## config.mk

```make
export PLATFORM = sky130hd
export DESIGN_NAME = mem_stage_pipe
export DESIGN_NICKNAME = d
export VERILOG_FILES = /design/src/rtl/mem_stage_pipe.sv
export SDC_FILE = /design/constraint.sdc
export NUM_CORES = 1
export LEC_CHECK = 0
export CAP_MARGIN = 20
export CELL_PAD_IN_SITES_DETAIL_PLACEMENT = 1
export CELL_PAD_IN_SITES_GLOBAL_PLACEMENT = 1
export CORE_MARGIN = 3
export CORE_UTILIZATION = 35
export DETAILED_ROUTE_END_ITERATION = 12
export PLACE_DENSITY_LB_ADDON = 0.2
export SLEW_MARGIN = 30
export SYNTH_ARGS = -nofsm -noshare
export SYNTH_HDL_FRONTEND = slang
export SYNTH_SLANG_ARGS = --single-unit
```

## constraint.sdc

```tcl
create_clock -name clk_in -period 3.4 [get_ports clk_in]
set_input_delay 1.02 -clock clk_in [delete_from_list [all_inputs] [get_ports clk_in]]
set_output_delay 1.02 -clock clk_in [all_outputs]
set_load 0.02 [all_outputs]
```

## src/rtl/mem_stage_pipe.sv

```systemverilog
// mem_stage_pipe: memory pipeline stage (loads, stores, pass-through) driving a single memory controller.
// Define MEM_STORE_BUF_EN to post stores into a SB_DEPTH-entry buffer that drains when the stage is idle.
module mem_stage_pipe #(
  parameter int DATA_W   = 32,
  parameter int REG_AW   = 5,
  parameter int SB_DEPTH = 2
) (
  input  logic              clk_in,
  input  logic              rst_in,
  input  logic              rdy_in,
  input  logic              in_valid,
  input  logic              forward,
  input  logic [REG_AW-1:0] rd_addr,
  input  logic [DATA_W-1:0] rd_val,
  input  logic [6:0]        ins_type,
  input  logic [2:0]        ins_details,
  input  logic [DATA_W-1:0] mem_addr,
  input  logic [DATA_W-1:0] mem_val,
  output logic              in_ready,
  output logic [1:0]        memctl_op,
  output logic [1:0]        memctl_len,
  output logic [DATA_W-1:0] memctl_addr,
  output logic [DATA_W-1:0] memctl_data,
  input  logic              memctl_fin,
  input  logic [DATA_W-1:0] memctl_out,
  output logic              out_valid,
  output logic              output_forward,
  output logic [REG_AW-1:0] forward_rd_addr,
  output logic [DATA_W-1:0] forward_rd_val,
  output logic [REG_AW-1:0] output_rd_addr,
  output logic [DATA_W-1:0] output_rd_val,
  output logic [6:0]        output_ins_type,
  output logic [2:0]        stall
);
  localparam logic [6:0] OP_LOAD = 7'b0000011;
  localparam logic [6:0] OP_SAVE = 7'b0100011;
  localparam logic [6:0] OP_ADDI = 7'b0010011;
  localparam logic [1:0] MEM_NOP = 2'd0, MEM_LOAD = 2'd1, MEM_SAVE = 2'd2;
  localparam logic [2:0] STALL_MEM = 3'b010;
  typedef enum logic [1:0] {IDLE, LOAD_WAIT, STORE_WAIT, DRAIN} state_t;
  state_t state_q, state_d;
  logic [1:0] op_q, op_d, len_q, len_d;
  logic [DATA_W-1:0] addr_q, addr_d, data_q, data_d, pend_data_q, pend_data_d;
  logic [DATA_W-1:0] frd_val_q, frd_val_d, ord_val_q, ord_val_d, rdata, ld_res;
  logic [REG_AW-1:0] ld_rd_q, ld_rd_d, frd_addr_q, frd_addr_d, ord_addr_q, ord_addr_d;
  logic [2:0] ld_fn_q, ld_fn_d;
  logic [6:0] oins_q, oins_d;
  logic out_valid_q, out_valid_d, ofwd_q, ofwd_d, fin_pend_q, fin_pend_d;
  logic is_load, is_save, mem_ins, ld_ok, st_ok, fin, sb_empty, sb_full;
  assign is_load = ins_type == OP_LOAD;
  assign is_save = ins_type == OP_SAVE;
  assign mem_ins = is_load || is_save;
  assign ld_ok = ins_details inside {3'd0, 3'd1, 3'd2, 3'd4, 3'd5};
  assign st_ok = ins_details <= 3'd2;
  // A completion seen while frozen is replayed, with its data, once rdy_in returns
  assign fin = rdy_in && (memctl_fin || fin_pend_q);
  assign rdata = fin_pend_q ? pend_data_q : memctl_out;
  assign ld_res = (ld_fn_q == 3'd0) ? {{(DATA_W-8){rdata[7]}}, rdata[7:0]} :
                  (ld_fn_q == 3'd1) ? {{(DATA_W-16){rdata[15]}}, rdata[15:0]} :
                  (ld_fn_q == 3'd4) ? {{(DATA_W-8){1'b0}}, rdata[7:0]} :
                  (ld_fn_q == 3'd5) ? {{(DATA_W-16){1'b0}}, rdata[15:0]} : rdata;
  assign in_ready = state_q == IDLE && !(is_load && !sb_empty) && !(is_save && sb_full);
  assign stall = (in_valid && !in_ready) ? STALL_MEM : 3'd0;
`ifdef MEM_STORE_BUF_EN
  localparam int PW = $clog2(SB_DEPTH);
  logic [DATA_W-1:0] sb_addr_q [SB_DEPTH];
  logic [DATA_W-1:0] sb_data_q [SB_DEPTH];
  logic [1:0] sb_len_q [SB_DEPTH];
  logic [PW-1:0] wp_q, wp_d, rp_q, rp_d;
  logic [PW:0] cnt_q, cnt_d;
  logic push, pop;
  assign push = rdy_in && in_valid && in_ready && is_save && st_ok;
  assign pop = state_q == DRAIN && fin;
  assign sb_empty = cnt_q == '0;
  assign sb_full = cnt_q == (PW+1)'(SB_DEPTH);
  always_comb begin
    wp_d = wp_q + PW'(push);
    rp_d = rp_q + PW'(pop);
    cnt_d = cnt_q + (PW+1)'(push) - (PW+1)'(pop);
  end
  always_ff @(posedge clk_in) begin
    if (rst_in) begin
      wp_q <= '0;
      rp_q <= '0;
      cnt_q <= '0;
    end else begin
      wp_q <= wp_d;
      rp_q <= rp_d;
      cnt_q <= cnt_d;
      if (push) begin
        sb_addr_q[wp_q] <= mem_addr;
        sb_data_q[wp_q] <= mem_val;
        sb_len_q[wp_q] <= ins_details[1:0];
      end
    end
  end
`else
  assign sb_empty = 1'b1;
  assign sb_full = SB_DEPTH < 2;
`endif
  always_comb begin
    state_d = state_q;
    op_d = op_q;
    len_d = len_q;
    addr_d = addr_q;
    data_d = data_q;
    ld_rd_d = ld_rd_q;
    ld_fn_d = ld_fn_q;
    out_valid_d = out_valid_q;
    ofwd_d = ofwd_q;
    frd_addr_d = frd_addr_q;
    frd_val_d = frd_val_q;
    ord_addr_d = ord_addr_q;
    ord_val_d = ord_val_q;
    oins_d = oins_q;
    fin_pend_d = rdy_in ? 1'b0 : (fin_pend_q || (memctl_fin && state_q != IDLE));
    pend_data_d = (!rdy_in && memctl_fin && !fin_pend_q) ? memctl_out : pend_data_q;
    if (rdy_in) begin
      out_valid_d = 1'b0;
      ofwd_d = 1'b0;
      case (state_q)
        IDLE: begin
          if (in_valid && in_ready) begin
            if (is_load && ld_ok) begin
              state_d = LOAD_WAIT;
              op_d = MEM_LOAD;
              len_d = ins_details[1:0];
              addr_d = mem_addr;
              data_d = '0;
              ld_rd_d = rd_addr;
              ld_fn_d = ins_details;
            end
`ifndef MEM_STORE_BUF_EN
            else if (is_save && st_ok) begin
              state_d = STORE_WAIT;
              op_d = MEM_SAVE;
              len_d = ins_details[1:0];
              addr_d = mem_addr;
              data_d = mem_val;
            end
`endif
            else begin
              out_valid_d = 1'b1;
              oins_d = ins_type;
              ofwd_d = !mem_ins && forward;
              ord_addr_d = mem_ins ? '0 : rd_addr;
              ord_val_d = mem_ins ? '0 : rd_val;
              frd_addr_d = mem_ins ? frd_addr_q : rd_addr;
              frd_val_d = mem_ins ? frd_val_q : rd_val;
            end
          end
`ifdef MEM_STORE_BUF_EN
          else if (!sb_empty) begin
            state_d = DRAIN;
            op_d = MEM_SAVE;
            len_d = sb_len_q[rp_q];
            addr_d = sb_addr_q[rp_q];
            data_d = sb_data_q[rp_q];
          end
`endif
        end
        LOAD_WAIT: begin
          if (fin) begin
            state_d = IDLE;
            op_d = MEM_NOP;
            out_valid_d = 1'b1;
            ofwd_d = 1'b1;
            oins_d = OP_LOAD;
            ord_addr_d = ld_rd_q;
            ord_val_d = ld_res;
            frd_addr_d = ld_rd_q;
            frd_val_d = ld_res;
          end
        end
        STORE_WAIT: begin
          if (fin) begin
            state_d = IDLE;
            op_d = MEM_NOP;
            out_valid_d = 1'b1;
            oins_d = OP_SAVE;
            ord_addr_d = '0;
            ord_val_d = '0;
          end
        end
        default: begin
          if (fin) begin
            state_d = IDLE;
            op_d = MEM_NOP;
          end
        end
      endcase
    end
  end
  always_ff @(posedge clk_in) begin
    if (rst_in) begin
      state_q <= IDLE;
      op_q <= MEM_NOP;
      len_q <= 2'd0;
      addr_q <= '0;
      data_q <= '0;
      ld_rd_q <= '0;
      ld_fn_q <= '0;
      out_valid_q <= 1'b0;
      ofwd_q <= 1'b0;
      frd_addr_q <= '0;
      frd_val_q <= '0;
      ord_addr_q <= '0;
      ord_val_q <= '0;
      oins_q <= OP_ADDI;
      fin_pend_q <= 1'b0;
      pend_data_q <= '0;
    end else begin
      state_q <= state_d;
      op_q <= op_d;
      len_q <= len_d;
      addr_q <= addr_d;
      data_q <= data_d;
      ld_rd_q <= ld_rd_d;
      ld_fn_q <= ld_fn_d;
      out_valid_q <= out_valid_d;
      ofwd_q <= ofwd_d;
      frd_addr_q <= frd_addr_d;
      frd_val_q <= frd_val_d;
      ord_addr_q <= ord_addr_d;
      ord_val_q <= ord_val_d;
      oins_q <= oins_d;
      fin_pend_q <= fin_pend_d;
      pend_data_q <= pend_data_d;
    end
  end
  assign memctl_op = op_q;
  assign memctl_len = len_q;
  assign memctl_addr = addr_q;
  assign memctl_data = data_q;
  assign out_valid = out_valid_q;
  assign output_forward = ofwd_q;
  assign forward_rd_addr = frd_addr_q;
  assign forward_rd_val = frd_val_q;
  assign output_rd_addr = ord_addr_q;
  assign output_rd_val = ord_val_q;
  assign output_ins_type = oins_q;
endmodule

```

; ---- Word level (Yosys, flattened, before mapping)
; Index checks and enable logic that the tools add are counted.
[word_totals]
regBits = 192
inputBits = 149
out_inout_bits = 155
wordCells = 122
[classes]
magnitude_cmp = 1
eq_ne = 18
mux = 56
n_reduce_logical = 32
[op_table]
columns = op, count
row1 = two-way mux 32 bit, 19
row2 = one-hot mux 32 bit (3 select lines), 1
row3 = one-hot mux 32 bit (2 select lines), 1
row4 = two-way mux 5 bit, 10
row5 = two-way mux 7 bit, 5
row6 = one-hot mux 7 bit (3 select lines), 1
row7 = two-way mux 2 bit, 8
row8 = one-hot mux 5 bit (3 select lines), 1
row9 = AND reduction 7 bit, 2
row10 = "== test 3 bit, second input constant", 4
row11 = AND reduction 4 bit, 3
row12 = "!= test 2 bit, second input constant", 5
row13 = one-hot mux 5 bit (2 select lines), 1
row14 = logical AND 1 bit, 9
row15 = nonzero test 2 bit, 4
row16 = "== test 7 x 2 -> 1 bit, second input constant", 1
row17 = "== test 7 x 6 -> 1 bit, second input constant", 1
row18 = two-way mux 1 bit, 7
row19 = "== test 3 x 1 -> 1 bit, second input constant", 2
row20 = logical NOT 3 bit, 2
row21 = nonzero test 5 bit, 1
row22 = logical NOT 1 bit, 4
row23 = one-hot mux 1 bit (2 select lines), 2
row24 = OR reduction 2 bit, 2
row25 = other kinds (9), 11

; ---- Logic depth before layout (Yosys ltp)
; Gate-level depths: netlist (run 1).
[depth]
word_depth = 8
ltp_mapped = 9
ltp_nobuf = 6

; ---- Least setup slack after synthesis (run 1)
; OpenSTA, ideal clock, no wires.
[synth_path]
path_kind = flip-flop to output port
start = register, netlist name memctl_op[0]
end = output port stall[1]
arrival_time_ns = 1.411
required_ns = 2.380
slack_ns = 0.969
path_stages_with_launch = 5
path_buffers = 1
path_cell_list = dfxtp_1 inv_1 ha_1 buf_4 nor2_1
[synth_lines]
columns = item, line
row1 = "end, declared", 33  ; output logic [2:0] stall

; ---- Worst setup path after layout (run 1)
[layout_path]
start = input port in_valid
end = output port stall[1]
[layout_via]
elab_chain_cells = 2
[layout_lines]
columns = item, line
row1 = "start, declared", 11  ; input logic in_valid,
row2 = logical AND 1 bit, 63  ; assign stall = (in_valid && !in_ready) ? STALL_MEM : 3'd0;
row3 = two-way mux 2 bit, 63
; Every way passes these cells.

==> results of run 1 <==
-- sequential cells by signal, indices dropped and copies added (netlist names), 5 cells and up --
| name | count |
|---|---|
| forward_rd_addr | 5 |
| forward_rd_val | 32 |
| ld_rd_q | 5 |
| memctl_addr | 32 |
| memctl_data | 32 |
| output_ins_type | 7 |
| output_rd_addr | 5 |
| output_rd_val | 32 |
| pend_data_q | 32 |
-- synthesized netlist by cell type (all sizes together), types with 2 or more instances --
cell,count
a21oi,214
a22oi,13
nand2,100
nand4,37
nor4,2
nor2,30
nor2b,2
mux2i,37
inv,9
dfxtp,192
a21boi,2
o21a,2
mux2,2
o211a,2
nor3,5
a311oi,18
nand3,68
a32oi,16
and4,2
clkbuf,67
o211ai,2
a211oi,49
o21ai,91
ha,4
buf,51
o22ai,7
-- metrics by stage --
step | power (mW) | cells | hold WS [ns]
2_1_floorplan | 2.80 | 1045 | 0.433
5_1_grt | 5.37 | 1624 | 0.483
4_1_cts | 5.22 | 1622 | 0.456
3_5_place_dp | 3.25 | 1591 | 0.448
3_3_place_gp | 3.24 | 1591 | 0.441
6_report | 5.16 | 1624 | 0.455
-- worst max path at each step --
stage	start	to	slack, ns	depth (start not counted)
after floorplan	memctl_op[0]$_SDFFE_PP0P_	stall[1]	0.97	4
after global placement	in_valid	stall[1]	0.06	4
after detailed placement	in_valid	stall[1]	0.06	4
after CTS	in_valid	stall[1]	0.05	4
after global routing	in_valid	stall[1]	0.39	4
final	in_valid	stall[1]	0.44	4
-- cell families (layout without fill, tap and decap cells) --
group	after synthesis	count (layout)	synth area share [%]
AO/OA/AOI/OAI	426	426	29.8
flip-flops	192	192	43.9
AND/OR/NAND/NOR	253	253	13.8
other	1	4	0.0428
multiplexers	40	40	4.74
buffers and inverters	128	381	7.13
adder cells (fa/ha/maj)	4	4	0.571
-- worst min-delay path: cells and delay by family, from the launching register on --
family           cells  cell delay, ns
flip-flops           1            0.31
AND/OR/NAND/NOR      1            0.05
AO/OA/AOI/OAI        1            0.05
-- cell type report --
cell class | count | area share (%)
Antenna cell | 2 | 0.0397
Clock buffer | 19 | 3.51
Clock inverter | 12 | 0.903
Inverter | 10 | 0.298
Multi-Input combinational cell | 725 | 34.3
Sequential cell | 192 | 30.5
Tap cell | 324 | 3.21
Timing Repair Buffer | 340 | 27.2
-- layer usage --
| metal | global-route usage, % | vias to the layer above | routed length (um) |
|---|---|---|---|
| li1 | - | 4316 | - |
| met1 | 30.4 | 4442 | 14300 |
| met2 | 42.7 | 288 | 16800 |
| met3 | 8.25 | 38 | 2860 |
| met4 | 7.73 | 0 | 715 |
| met5 | 0 | - | 0 |
-- where the power goes --
group / switching, mW / total (mW) / internal, mW
clock network: 0.970 / 1.96 / 0.988
registers: 0.0520 / 2.39 / 2.33
logic: 0.420 / 0.815 / 0.395
-- layout by cell type (no fill, tap or decap), drive strengths merged, types with 30 or more instances in the layout --
cell type / instances
clkdlybuf4s50: 299
a21oi: 214
dfxtp: 192
nand2: 100
o21ai: 91
nand3: 68
a211oi: 49
buf: 40
mux2i: 37
nand4: 37
nor2: 30
-- repair_timing --
item | in CTS | in global routing
endpoints found under the setup margin | 0 | 1
resized for setup | 0 | 1
hold buffers | 0 | 0
==> results.toml, run 1 <==
[status]
status = "finished clean"

[clock_tree]
cts_buffer_depth = 2
cts-root-buf = "clkbuf_16"
clock-sinks = 192
cts_tree = "yes"
clock_latency_ns = 0.44
cts_setup_buffers = 0
clk_pin_slew_worst_paths_ns = 0.07
h-tree-depth = 4
cts_made_buffers = 17

[setup_path]
ff2ff_path_depth = 8
reg2reg_to = "forward_rd_val[24]$_SDFFE_PP0P_"
reg2reg_from = "memctl_op[0]$_SDFFE_PP0P_"
cp.required_ns = 2.38
crit_family = "buffers and inverters"
critical-path-max-stage-delay_ns = 0.53
critPathSlowestCell = "clkdlybuf4s50_1"
cp_cell_sequence = "clkdlybuf4s50_1 > inv_1 > nor2_1 > dlymetal6s2s_1"
cp.buffers_inverters = 3
cp-end-kind = "output pin"
startpoint_type = "primary input"
rrSetupSlack_ns = 1.02
critPathKind = "primary input to output pin"
crit_fanout = 2
critPathArrivalTime_ns = 1.94

[synthesis]
ys_seq_elements = 192
syn_area_per_cell_um2 = 8.39
synth.cell_area_um2 = 8760
seq_area_frac_synth_pct = 43.9
yosys_warnings = 0
synthCells = 1044
ys_types = 59
async_reset_ff_share_pct = 0
synth_enable_flop_cells = 0
ys.flop_type = "dfxtp_1"
synth.area.top_cells = "dfxtp_1 (44%), a21oi_1 (12%), o21ai_0 (4.7%)"
synth_top_area_share_pct = 43.9
synth_top_area_cell = "dfxtp_1"

[drt]
routed_wl_um = 34700
post_drt_wl_per_cell_um = 21.4
vias = 9084
drt_iter0_drc = 463
drt_first_pass_iters = 5
ant_nets = 0
via_per_inst = 5.59
post-route-drc-count = 0

[hold_path]
min_to = "pend_data_q[11]$_SDFFE_PP0P_"
holdPathStages = 2
hold_path.class = "flip-flop to flip-flop"
hold_start = "pend_data_q[11]$_SDFFE_PP0P_"

[final_layout]
nets = 1439
multiInputGateArea_um2 = 4330
fillers = 2854
stdcell_area_um2 = 12600
final_core_util_pct = 51.6
drive_above_1_share_pct = 8.55
area_growth_syn_to_layout_pct = 43.9
regArea_um2 = 3840

[sta]
post-route-period-util_pct = 87.2
fin_crit_ns = 2.96
skew_ns = 0.0146
finalHoldViolations = 0
tightest_slew_ns = 0.931
fmax_mhz = 337
setup_viol = 0
fin_ws_ns = 0.437
tns_ns = 0
rsz0062_at_grt = "no"
drv_slew = 0
maxSlewHeadroom_pct = 37.8

[floorplan]
rows = 57
dieArea_um2 = 27000
ios = 304
initial_utilization_pct = 35.8
core-area_um2 = 24500
die_h_um = 164
dieWidth_um = 164

[grt]
antenna_found_initial = 2
grt-ovfl-total = 0
grt_max_degree = 76
grt_pass1_vias = 9505
grt_first_pass_wirelength_um = 53600
grt.total_usage_pct = 25.2

[place]
dpl_cell_area_um2 = 12000
place_worst_setup_slack_ns = 0.0616
dp_hpwl_um = 23500
place_congestion = 0.790
port-buffer-count = 301

[power_and_ir_drop]
powerDensity_nw_per_um2 = 409
p_leak_nw = 4.19
ir_worst_vdd_v = 0.000255

[job]
drv_cap = 0
No activity file was read; power rests on OpenSTA's default activity.
==> inputs of run 2 (changes only) <==
CORE_UTILIZATION = 36   (was 35)
CTS_BUF_LIST = sky130_fd_sc_hd__clkbuf_4 sky130_fd_sc_hd__clkbuf_8   (was not set)
==> results.toml, run 2 (same netlist as run 1, synthesis figures left out) <==
[status]
status = "finished clean"

[floorplan]
initial_utilization_pct = 37.0
rows = 56
core-area_um2 = 23700
dieArea_um2 = 26200
dieWidth_um = 162
die_h_um = 162
ios = 304

[grt]
grt.total_usage_pct = 26.0
grt_pass1_vias = 9649
antenna_found_initial = 4
grt-ovfl-total = 0
grt_use_met3_pct = 8.77
grt_use_met2_pct = 44.0
grt_busiest_layer = "met2"
grtUsageMet1_pct = 31.7
grt_first_pass_wirelength_um = 54500
grt_max_degree = 103

[power_and_ir_drop]
finalPower_mw = 4.66
ir_worst_vdd_v = 0.000216
powerDensity_nw_per_um2 = 375
p_leak_nw = 4.11

[place]
port-buffer-count = 301
place_congestion = 0.803
dp_hpwl_um = 23900

[setup_path]
critical-path-max-stage-delay_ns = 0.68
startpoint_type = "flip-flop"
cp_cell_sequence = "inv_1 > ha_2 > clkdlybuf4s50_1"
critPathKind = "flip-flop to output pin"
crit_fanout = 14
cp.buffers_inverters = 2
cp-end-kind = "output pin"
cp.required_ns = 2.38
critPathSlowestCell = "clkdlybuf4s50_1"
critPathArrivalTime_ns = 2.03
rrSetupSlack_ns = 0.85
crit_family = "buffers and inverters"

[final_layout]
mostFrequentLayoutCells = "clkdlybuf4s50_1 (299), a21oi_1 (213), dfxtp_1 (190)"
drive_above_1_share_pct = 8.71
nets = 1438
area_growth_syn_to_layout_pct = 41.8
mostFrequentLayoutCell = "clkdlybuf4s50_1"

[drt]
ant_nets = 0
vias = 9184
post-route-drc-count = 0
routed_wl_um = 34800
post_drt_wl_per_cell_um = 21.5
drt_iter0_drc = 490
drt_first_pass_iters = 5
via_per_inst = 5.68

[sta]
timing.hold.ws_ns = 0.461
maxSlewHeadroom_pct = 41.7
setup_viol = 0
skew_ns = 0.0161
fmax_mhz = 328
post-route-period-util_pct = 89.8
fin_crit_ns = 3.05
tns_ns = 0
drv_slew = 0
finalHoldViolations = 0
tightest_slew_ns = 0.875
rsz0062_at_grt = "no"

[clock_tree]
clock-sinks = 192
cts-root-buf = "clkbuf_8"
cts_made_buffers = 17
cts_buffer_depth = 2
h-tree-depth = 4
cts_setup_buffers = 0
ctsHoldBuffers = 0
cts_tree = "yes"
clock_latency_ns = 0.47
ctsResizeCount = 0
clk_pin_slew_worst_paths_ns = 0.11

[hold_path]
hold_path.class = "flip-flop to flip-flop"

[job]
drv_cap = 0
## run 2: power breakdown
part	internal (mW)	switching [mW]	total, mW
Clock	0.530	0.926	1.46
Sequential	2.33	0.0521	2.39
Combinational	0.394	0.422	0.817
## run 2: path summary, 6_finish.rpt
path,cells after the start,to,startpoint
worst max-delay path,3,in_ready,memctl_op[0]$_SDFFE_PP0P_
worst min-delay path,2,pend_data_q[5]$_SDFFE_PP0P_,pend_data_q[5]$_SDFFE_PP0P_
worst max register to register,8,output_rd_val[27]$_SDFFE_PP0P_,memctl_op[0]$_SDFFE_PP0P_
worst min register to register,2,pend_data_q[5]$_SDFFE_PP0P_,pend_data_q[5]$_SDFFE_PP0P_
## run 2: cell type report
type,instances,area (um2)
tap,319,399
inverter,10,37.5
antenna,2,5.00
timing repair buffer,339,3440
clock inverter,14,128
clock buffer,17,234
multi-input combinational,725,4330
sequential,192,3850
fill,2814,11300
## run 2: tightest hold or removal path: stages (launching register included)
cell and delay, ns:
dfxtp_1 0.33, nand2_1 0.05, a21oi_1 0.05
## run 2: through the flow
step | cell area [um2] | std cells | worst slack (ns) | utilization, %
2_1_floorplan | 8760 | 1045 | 0.969 | -
3_3_place_gp | 12000 | 1585 | 0.0656 | 50.9
3_5_place_dp | 12000 | 1585 | 0.0190 | 50.9
4_1_cts | 12400 | 1616 | 0.0779 | 52.4
5_1_grt | 12400 | 1618 | 0.194 | 52.5
6_report | 12400 | 1618 | 0.347 | 52.5
## run 2: routing by layer
metal,vias up,share of wire [%]
li1,4315,-
met1,4545,41
met2,286,49
met3,34,7.8
met4,4,1.9
met5,-,0.066
==> inputs of run 3 (changes only) <==
SLEW_MARGIN = not set   (was 30)
==> results.toml, run 3 (same netlist as run 1, synthesis figures left out) <==
[clock_tree]
cts_tree = "yes"
clock-sinks = 192
ctsHoldBuffers = 0
clk_pin_slew_worst_paths_ns = 0.11
h-tree-depth = 4
clock_latency_ns = 0.47
cts-root-buf = "clkbuf_8"
cts_made_buffers = 17
cts_buffer_depth = 2

[setup_path]
rrSetupSlack_ns = 0.70
reg2reg_from = "memctl_op[0]$_SDFFE_PP0P_"
crit_path_start = "memctl_op[0]$_SDFFE_PP0P_"
reg2reg_to = "forward_rd_val[15]$_SDFFE_PP0P_"
critPathKind = "flip-flop to output pin"
cp-end-kind = "output pin"
critPathArrivalTime_ns = 2.03
crit_fanout = 14
startpoint_type = "flip-flop"
ff2ff_path_depth = 7
cp.required_ns = 2.38

[drt]
post_drt_wl_per_cell_um = 21.5
drt_first_pass_iters = 5
drt_iter0_drc = 511
ant_nets = 0
routed_wl_um = 34900
via_per_inst = 5.67
met2WireLength_um = 17000
met3_length_um = 2760
routed.top_layer = "met5"
vias = 9168
m1WireLength_um = 14400
post-route-drc-count = 0

[sta]
drv_slew = 0
post-route-period-util_pct = 89.8
tightest_slew_ns = 1.09
fin_crit_ns = 3.05
fmax_mhz = 328
setup_viol = 0
maxSlewHeadroom_pct = 27.1
finalHoldViolations = 0
rsz0062_at_grt = "no"
timing.hold.ws_ns = 0.461
tns_ns = 0
skew_ns = 0.0158

[hold_path]
min_to = "pend_data_q[5]$_SDFFE_PP0P_"
holdPathStages = 2
hold_path.class = "flip-flop to flip-flop"
hold_start = "pend_data_q[5]$_SDFFE_PP0P_"

[place]
port-buffer-count = 301
place_congestion = 0.803
dp_hpwl_um = 23900

[floorplan]
die_h_um = 162
rows = 56
dieWidth_um = 162
dieArea_um2 = 26200
initial_utilization_pct = 37.0
core-area_um2 = 23700
ios = 304

[grt]
grt.total_usage_pct = 26.0
grt_max_degree = 103
grt-ovfl-total = 0
antenna_found_initial = 4
grt_pass1_vias = 9649
grt_first_pass_wirelength_um = 54500

[final_layout]
drive_above_1_share_pct = 8.64
fillers = 2813
area_growth_syn_to_layout_pct = 41.7
mostFrequentLayoutCells = "clkdlybuf4s50_1 (299), a21oi_1 (213), dfxtp_1 (191)"
nets = 1438
mostFrequentLayoutCell = "clkdlybuf4s50_1"

[power_and_ir_drop]
p_leak_nw = 4.11
powerDensity_nw_per_um2 = 375
ir_worst_vdd_v = 0.000216

[status]
status = "finished clean"

[job]
drv_cap = 0
## run 3: per-layer routing
layer,track usage [%],vias up
li1,-,4314
met1,31.7,4527
met2,44.0,287
met3,8.77,36
met4,7.29,4
met5,0,-
## run 3: worst max-delay path, stage by stage, from the launching register on
cell             delay (ns)
dfxtp_1                0.39
inv_1                  0.11
ha_2                   0.39
clkdlybuf4s50_1        0.68
## run 3: repair_timing
action                     CTS  global route
setup endpoints to repair    0             2
resized for setup            0             2
buffers inserted             0             0
## run 3: cell type report
cell class,count,area [um2],share of cell area (%)
inverters,10,37.5,0.302
multi-input cells,725,4330,34.9
well taps,319,399,3.21
flip-flops and latches,192,3840,31.0
diodes,2,5.00,0.0403
clock buffers,17,234,1.88
repair buffers,339,3440,27.7
clock inverters,14,128,1.03
## run 3: power by group
part           internal (mW)  total [mW]  switching [mW]
registers               2.33        2.39          0.0521
logic                  0.394       0.816           0.422
clock network          0.531        1.46           0.926
total                   3.26        4.66            1.40
## run 3: worst max-delay path by stage
| stage | end | slack (ns) | cells after the start |
|---|---|---|---|
| global route | in_ready | 0.19 | 3 |
| floorplan | stall[1] | 0.97 | 4 |
| CTS | stall[1] | 0.08 | 4 |
| finish | in_ready | 0.35 | 3 |
| detailed placement | forward_rd_val[15]$_SDFFE_PP0P_ | 0.02 | 6 |
| global placement | forward_rd_val[15]$_SDFFE_PP0P_ | 0.07 | 6 |
## run 3: through the flow
stage                     cells  util (%)  instance area, um2  power (mW)  setup slack (ns)
after floorplan            1045         -                8760        2.80             0.969
after global placement     1585      50.9               12000        3.24            0.0656
after detailed placement   1585      50.9               12000        3.26            0.0190
after CTS                  1616      52.4               12400        4.72            0.0779
after global routing       1618      52.4               12400        4.86             0.194
final                      1618      52.4               12400        4.66             0.347
